`src/rtl/asip_pkg.sv`:
```
// Shared types and widths for the fetch/decode datapath.
package asip_pkg;

  localparam int unsigned PC_W    = 8;
  localparam int unsigned INSTR_W = 16;

  localparam logic [INSTR_W-1:0] NOP_INSTR = '0;

  typedef struct packed {
    logic [PC_W-1:0]    pc;
    logic [INSTR_W-1:0] instr;
  } fetch_pkt_t;

endpackage

```
`src/rtl/fetch_decode_queue.sv`:
```
// Fetch-to-decode decoupling queue: in-order buffer of {pc, instr} with flush.
// inReady depends only on registered occupancy, so it can stall the fetch PC.
module fetch_decode_queue #(
  parameter int unsigned PC_W    = asip_pkg::PC_W,
  parameter int unsigned INSTR_W = asip_pkg::INSTR_W,
  parameter int unsigned DEPTH   = 2
) (
  input  logic                     clk,
  input  logic                     reset,
  input  logic                     flush,
  input  logic                     inValid,
  input  logic [PC_W-1:0]          inPc,
  input  logic [INSTR_W-1:0]       inInstr,
  output logic                     inReady,
  output logic                     outValid,
  output logic [PC_W-1:0]          outPc,
  output logic [INSTR_W-1:0]       outInstr,
  input  logic                     outReady,
  output logic [$clog2(DEPTH):0]   count
);
  import asip_pkg::*;

  localparam int unsigned PW = $clog2(DEPTH);
  localparam int unsigned CW = PW + 1;

  fetch_pkt_t       r_mem [DEPTH];
  logic [PW-1:0]    r_head;
  logic [PW-1:0]    r_tail;
  logic [CW-1:0]    r_count;

  logic             w_push;
  logic             w_pop;
  fetch_pkt_t       w_head_pkt;

  assign inReady    = (r_count != CW'(DEPTH));
  assign outValid   = (r_count != '0);
  assign count      = r_count;

  // Flush wins over push; a pop in the flush cycle is simply absorbed by the clear.
  assign w_push     = inValid && inReady && !flush;
  assign w_pop      = outValid && outReady;

  assign w_head_pkt = r_mem[r_head];
  assign outPc      = outValid ? w_head_pkt.pc    : '0;
  assign outInstr   = outValid ? w_head_pkt.instr : NOP_INSTR;

  always_ff @(posedge clk or negedge reset) begin
    if (!reset) begin
      r_head  <= '0;
      r_tail  <= '0;
      r_count <= '0;
    end else if (flush) begin
      r_head  <= '0;
      r_tail  <= '0;
      r_count <= '0;
    end else begin
      if (w_push) r_tail <= r_tail + PW'(1);
      if (w_pop)  r_head <= r_head + PW'(1);
      case ({w_push, w_pop})
        2'b10:   r_count <= r_count + CW'(1);
        2'b01:   r_count <= r_count - CW'(1);
        default: r_count <= r_count;
      endcase
    end
  end

  // Storage is not reset; entries are only visible while counted as occupied.
  always_ff @(posedge clk) begin
    if (w_push) r_mem[r_tail] <= {inPc, inInstr};
  end

  a_no_overflow: assert property (@(posedge clk) disable iff (!reset)
    r_count <= CW'(DEPTH));

  a_no_underflow: assert property (@(posedge clk) disable iff (!reset)
    (r_count == '0) |-> !w_pop);

endmodule

```
`config.mk`:
```
export PLATFORM = sky130hd
export DESIGN_NAME = fetch_decode_queue
export DESIGN_NICKNAME = d
export VERILOG_FILES = /design/src/rtl/asip_pkg.sv /design/src/rtl/fetch_decode_queue.sv
export SDC_FILE = /design/constraint.sdc
export NUM_CORES = 1
export LEC_CHECK = 0
export CORE_MARGIN = 5
export CORE_UTILIZATION = 47
export CTS_BUF_LIST = sky130_fd_sc_hd__clkbuf_16
export CTS_CLUSTER_DIAMETER = 40
export DETAILED_ROUTE_END_ITERATION = 8
export PLACE_DENSITY_LB_ADDON = 0.12
export SLEW_MARGIN = 20
export SYNTH_ARGS = -nofsm -noshare
export SYNTH_HDL_FRONTEND = slang
export SYNTH_SLANG_ARGS = --single-unit
```
`constraint.sdc`:
```
create_clock -name clk -period 3.4 [get_ports clk]
set_input_delay 0.68 -clock clk [delete_from_list [all_inputs] [get_ports clk]]
set_output_delay 0.68 -clock clk [all_outputs]
set_load 0.01 [all_outputs]
```
After elaboration in Yosys (flattened, before gate mapping):

Memory sizes are Yosys's and may differ from the RTL's.
Index checks and enable logic that the tools add are counted.

* equality and inequality tests: 3
* multiplexer cells: 10
* add/subtract/negate cells: 4
* reductions and logical operators: 8

Operator list (number)
* two-way mux 16 bit: 1
* two-way mux 8 bit: 1
* two-way mux 1 bit: 6
* nonzero test 2 bit: 3
* one-hot mux 2 bit (2 select lines): 1
* logical AND 1 bit: 3
* nonzero test 3 bit: 1
* adder 1 bit, second input constant: 2
* adder 2 x 1 -> 2 bit, second input constant: 1
* == test 2 x 1 -> 1 bit, second input constant: 1
* == test 2 bit, second input constant: 1
* two-way mux 2 bit: 1
* != test 2 bit, second input constant: 1
* subtractor 2 x 1 -> 2 bit, second input constant: 1
* zero test 1 bit: 1

* input port bits: 29
* memory bits (writable): 48
* output and inout bits: 28
* flip-flop bits (word level): 4
* memories kept: 1
* logic and storage cells: 29

Memory list
* r_mem: words 2, bits a word 24, read ports 1, clocked after Yosys merged registers in 0, write ports 1, line fetch_decode_queue.sv:26 `fetch_pkt_t r_mem [DEPTH];`

Logic depth before layout (Yosys ltp):

* depth after elaboration: 6
* mapped depth: 4
* gate-level depth less buffers: 4

Worst setup path after synthesis:

No wires, ideal clock.

* kind: reg-to-reg
* start point: register r_count[1] (netlist: count[1])
* end point: memory r_mem[1][0] in the netlist's numbering (enable)
* clock period less this slack: 3.053 ns
* path buffers: 0
* arrival: 2.613 ns
* data required time: 2.960 ns
* library setup time: 0.440 ns
* path slack: 0.347 ns
* cell stages (with the launch flop): 5
* path through: dfrtp_1 > nor2b_2 > inv_2 > nand2_1 > nor3b_1

* cells in the longest elaborated chain, start to end: 5

RTL lines
* from (decl): line fetch_decode_queue.sv:29 `logic [CW-1:0] r_count;`
* from (signal assigned): line fetch_decode_queue.sv:60 `2'b10: r_count <= r_count + CW'(1);`
* from (signal assigned): line fetch_decode_queue.sv:61 `2'b01: r_count <= r_count - CW'(1);`
* from (signal assigned): line fetch_decode_queue.sv:62 `default: r_count <= r_count;`
* != test 2 bit: line fetch_decode_queue.sv:35 `assign inReady = (r_count != CW'(DEPTH));`
* via inReady: line fetch_decode_queue.sv:14 `output logic inReady,`
* logical AND 1 bit (2 in series): line fetch_decode_queue.sv:40 `assign w_push = inValid && inReady && !flush;`
* two-way mux 1 bit: line fetch_decode_queue.sv:69 `if (w_push) r_mem[r_tail] <= {inPc, inInstr};`
* two-way mux 1 bit (implied by the code): line fetch_decode_queue.sv:69
* to (decl): line fetch_decode_queue.sv:26

The timed path passes the listed nets, and every way through them passes these cells.

Worst setup path after layout:

* start point: register r_head
* end point: output port outPc[5]

* cells in the longest elaborated chain, start to end: 2

RTL lines
* from (decl): line fetch_decode_queue.sv:27 `logic [PW-1:0] r_head;`
* from (signal assigned): line fetch_decode_queue.sv:58 `if (w_pop) r_head <= r_head + PW'(1);`
* memory read (2 x 24 bit)
* two-way mux 8 bit: line fetch_decode_queue.sv:44 `assign outPc = outValid ? w_head_pkt.pc : '0;`
* to (decl): line fetch_decode_queue.sv:16 `output logic [PC_W-1:0] outPc,`

No other way between the ends.

==> impl_metrics.py <==
metrics = {
    "run_status": {
        "status": "completed",
    },
    "final_layout": {
        "final_layout_size_suffix_gt1_frac": 0.0842,
        "stdcell_count": 240,
        "design_area_um2": 2820,
        "antennaDiodeCount": 0,
        "finish.utilization": 0.691,
        "layout.nets": 218,
        "area_delta_synth_final_pct": 39.1,
    },
    "global_route": {
        "grt_max_degree": 25,
        "antenna_found_initial": 0,
        "grt_pass1_vias": 1290,
        "grt_use_total": 0.149,
        "grt-ovfl-total": 0,
        "grt_pass1_wl_um": 6290,
    },
    "power_and_ir_drop": {
        "p_int_mw": 1.16,
        "ir_worst_vdd_mv": 0.317,
        "p_clk_frac": 0.375,
        "finalPower_mw": 1.45,
        "swShare": 0.198,
        "leakage_nw": 0.962,
        "switchingPower_uw": 286,
        "seqPwrFrac": 0.509,
        "comb_power_share": 0.116,
        "powerDensity_nw_per_um2": 513,
    },
    "sta": {
        "period_needed_ns": 2.79,
        "setup_viol_count_final": 0,
        "max_freq_mhz": 359,
        "tightest_slew_ns": 0.577,
        "final.period_utilization": 0.820,
        "rsz0062_at_grt": "false",
        "skew_ns": 0.00449,
        "slew_viol_final": 0,
        "finalHoldViolations": 0,
        "max_slew_margin": 0.615,
        "totalNegativeSetupSlack_ns": 0,
    },
    "synth": {
        "synth_cells": 127,
        "synth_seq_area_share": 0.760,
        "synth_top_area_share": 0.710,
        "async_flop_share": 0.0769,
        "netlist_top_cells_area": "edfxtp_1 (71%), mux2i_1 (12%), dfrtp_1 (4.9%), nor2_1 (4.8%), buf_4 (1.1%)",
        "synth_most_common_cell": "edfxtp_1",
        "avgSynthCellArea_um2": 16.0,
        "ys_ff_latch": 52,
        "syn_area_um2": 2030,
        "synth_flop_cell": "edfxtp_1",
        "synth_nets": 156,
        "yosys_warnings": 0,
        "synth_edf_count": 48,
        "synthTopCellsByCount": "edfxtp_1 (48), nor2_1 (26), mux2i_1 (24), dfrtp_1 (4)",
        "post-synth-top-area-cell": "edfxtp_1",
        "synth_cell_type_count": 21,
    },
    "clocking": {
        "cts_buffers": 5,
        "clkSlewWorstSetupHoldPaths_ns": 0.06,
        "cts.sinks": 52,
        "clk_latency_ns": 0.28,
        "hold_buffers": 0,
        "post_cts_buffers": 0,
        "h-tree-depth": 2,
        "cts_tree": "done",
        "cts_resized": 0,
        "cts-root-buf": "clkbuf_16",
        "cts_max_path_buffers": 2,
    },
    "critical_path": {
        "crit_arrival_ns": 2.11,
        "startpoint_type": "register",
        "crit_family": "buffers and inverters",
        "cpPeakStageDelay_ns": 0.65,
        "crit_slowest_cell": "dfrtp_1",
        "cp-end-kind": "output port",
        "r2r-start": "count[1]",
        "critPathLaunch": "r_head",
        "critPathRequiredTime_ns": 2.72,
        "cp.buffers_inverters": 2,
        "critPathKind": "register to output port",
        "rrSetupSlack_ns": 1.70,
        "crit_chain": "buf_4 -> mux2i_1 -> nor2_1 -> clkdlybuf4s50_1",
        "path_max_fanout": 16,
    },
    "floorplanning": {
        "initial_core_util": 0.497,
        "die_h_um": 75.7,
        "rows": 23,
        "core_um2": 4090,
        "io_pins": 57,
        "die_width_um": 75.7,
        "fp.dieArea_um2": 5730,
    },
    "drt": {
        "routed_wl_um": 3990,
        "ant_nets": 0,
        "drtIter0Drc": 91,
        "viasPerCell": 5.10,
        "dr.pass1.iters": 4,
        "vias": 1225,
        "wl_per_cell_um": 16.6,
        "drc": 0,
    },
    "flow_run": {
        "drv_cap": 0,
    },
    "place": {
        "port_buffers": 56,
        "dp.cells": 232,
        "hpwl_um": 2750,
        "place.gp.congestion": 0.729,
        "dpl_cell_area_um2": 2660,
    },
    "worst_hold_path": {
        "min_from": "r_tail",
        "worstHoldPathType": "register to register",
    },
}
[state kept, by name, summed over array words and instances (netlist names)]
register / flops
r_head: 1
count: 2
r_tail: 1
r_mem: 48
[metal layers]
metal | wire (um) | track usage | vias to the layer above
li1 | - | - | 591
met1 | 1600 | 0.179 | 589
met2 | 2080 | 0.260 | 41
met3 | 258 | 0.0449 | 4
met4 | 44 | 0.0447 | 0
met5 | 0 | 0 | -
[cells in the final DEF (no fill, tap or decap), types with 3 or more instances in the layout]
cell | synthesis | layout
clkdlybuf4s50_1 | 0 | 56
a21oi_1 | 3 | 3
dfrtp_1 | 4 | 4
buf_4 | 3 | 4
clkbuf_16 | 0 | 5
o21ai_0 | 3 | 3
edfxtp_1 | 48 | 48
inv_1 | 2 | 3
mux2i_1 | 24 | 24
nor2_1 | 26 | 26
[power groups by stage]
stage / Clock [mW] / Combinational (mW) / Sequential [mW]
floorplan: 0 / 0.0760 / 0.747
global placement: 0 / 0.166 / 0.750
detailed placement: 0 / 0.170 / 0.751
CTS: 0.551 / 0.171 / 0.737
global route: 0.581 / 0.182 / 0.739
finish: 0.543 / 0.168 / 0.737
[path summary, 6_finish.rpt]
check / to / cells after the start
setup / recovery: outPc[5] / 4
setup reg to reg: r_mem[1][22] / 5
hold reg to reg: r_tail / 2
max in group asynchronous: r_tail / 1
hold / removal: r_tail / 2
min in group asynchronous: count[0] / 1
[stage by stage]
stage,hold WS (ns),worst slack (ns)
floorplan,0.384,0.347
global route,0.631,0.453
CTS,0.602,0.570
global placement,0.561,0.874
detailed placement,0.591,0.868
finish,0.602,0.613
[layout make-up]
type / instances / area [um^2]
Inverter: 3 / 11.3
Fill cell: 287 / 1260
Clock buffer: 5 / 125
Sequential cell: 52 / 1540
Clock inverter: 3 / 38.8
Timing Repair Buffer: 60 / 591
Multi-Input combinational cell: 67 / 454
Tap cell: 50 / 62.6
[kinds of logic after synthesis]
| logic type | count (synthesis) | synth area share |
|---|---|---|
| xor+xnor | 1 | 0.00432 |
| simple gates | 33 | 0.0703 |
| buf+inv | 8 | 0.0216 |
| flops | 52 | 0.760 |
| compound gates | 9 | 0.0259 |
| mux | 24 | 0.118 |
[tightest hold or removal path: cells and delay by family (launching register included)]
family         cells  cell delay, ns
flip-flops         1            0.41
AO/OA/AOI/OAI      2            0.15
Power figures use the tool's default switching activity.
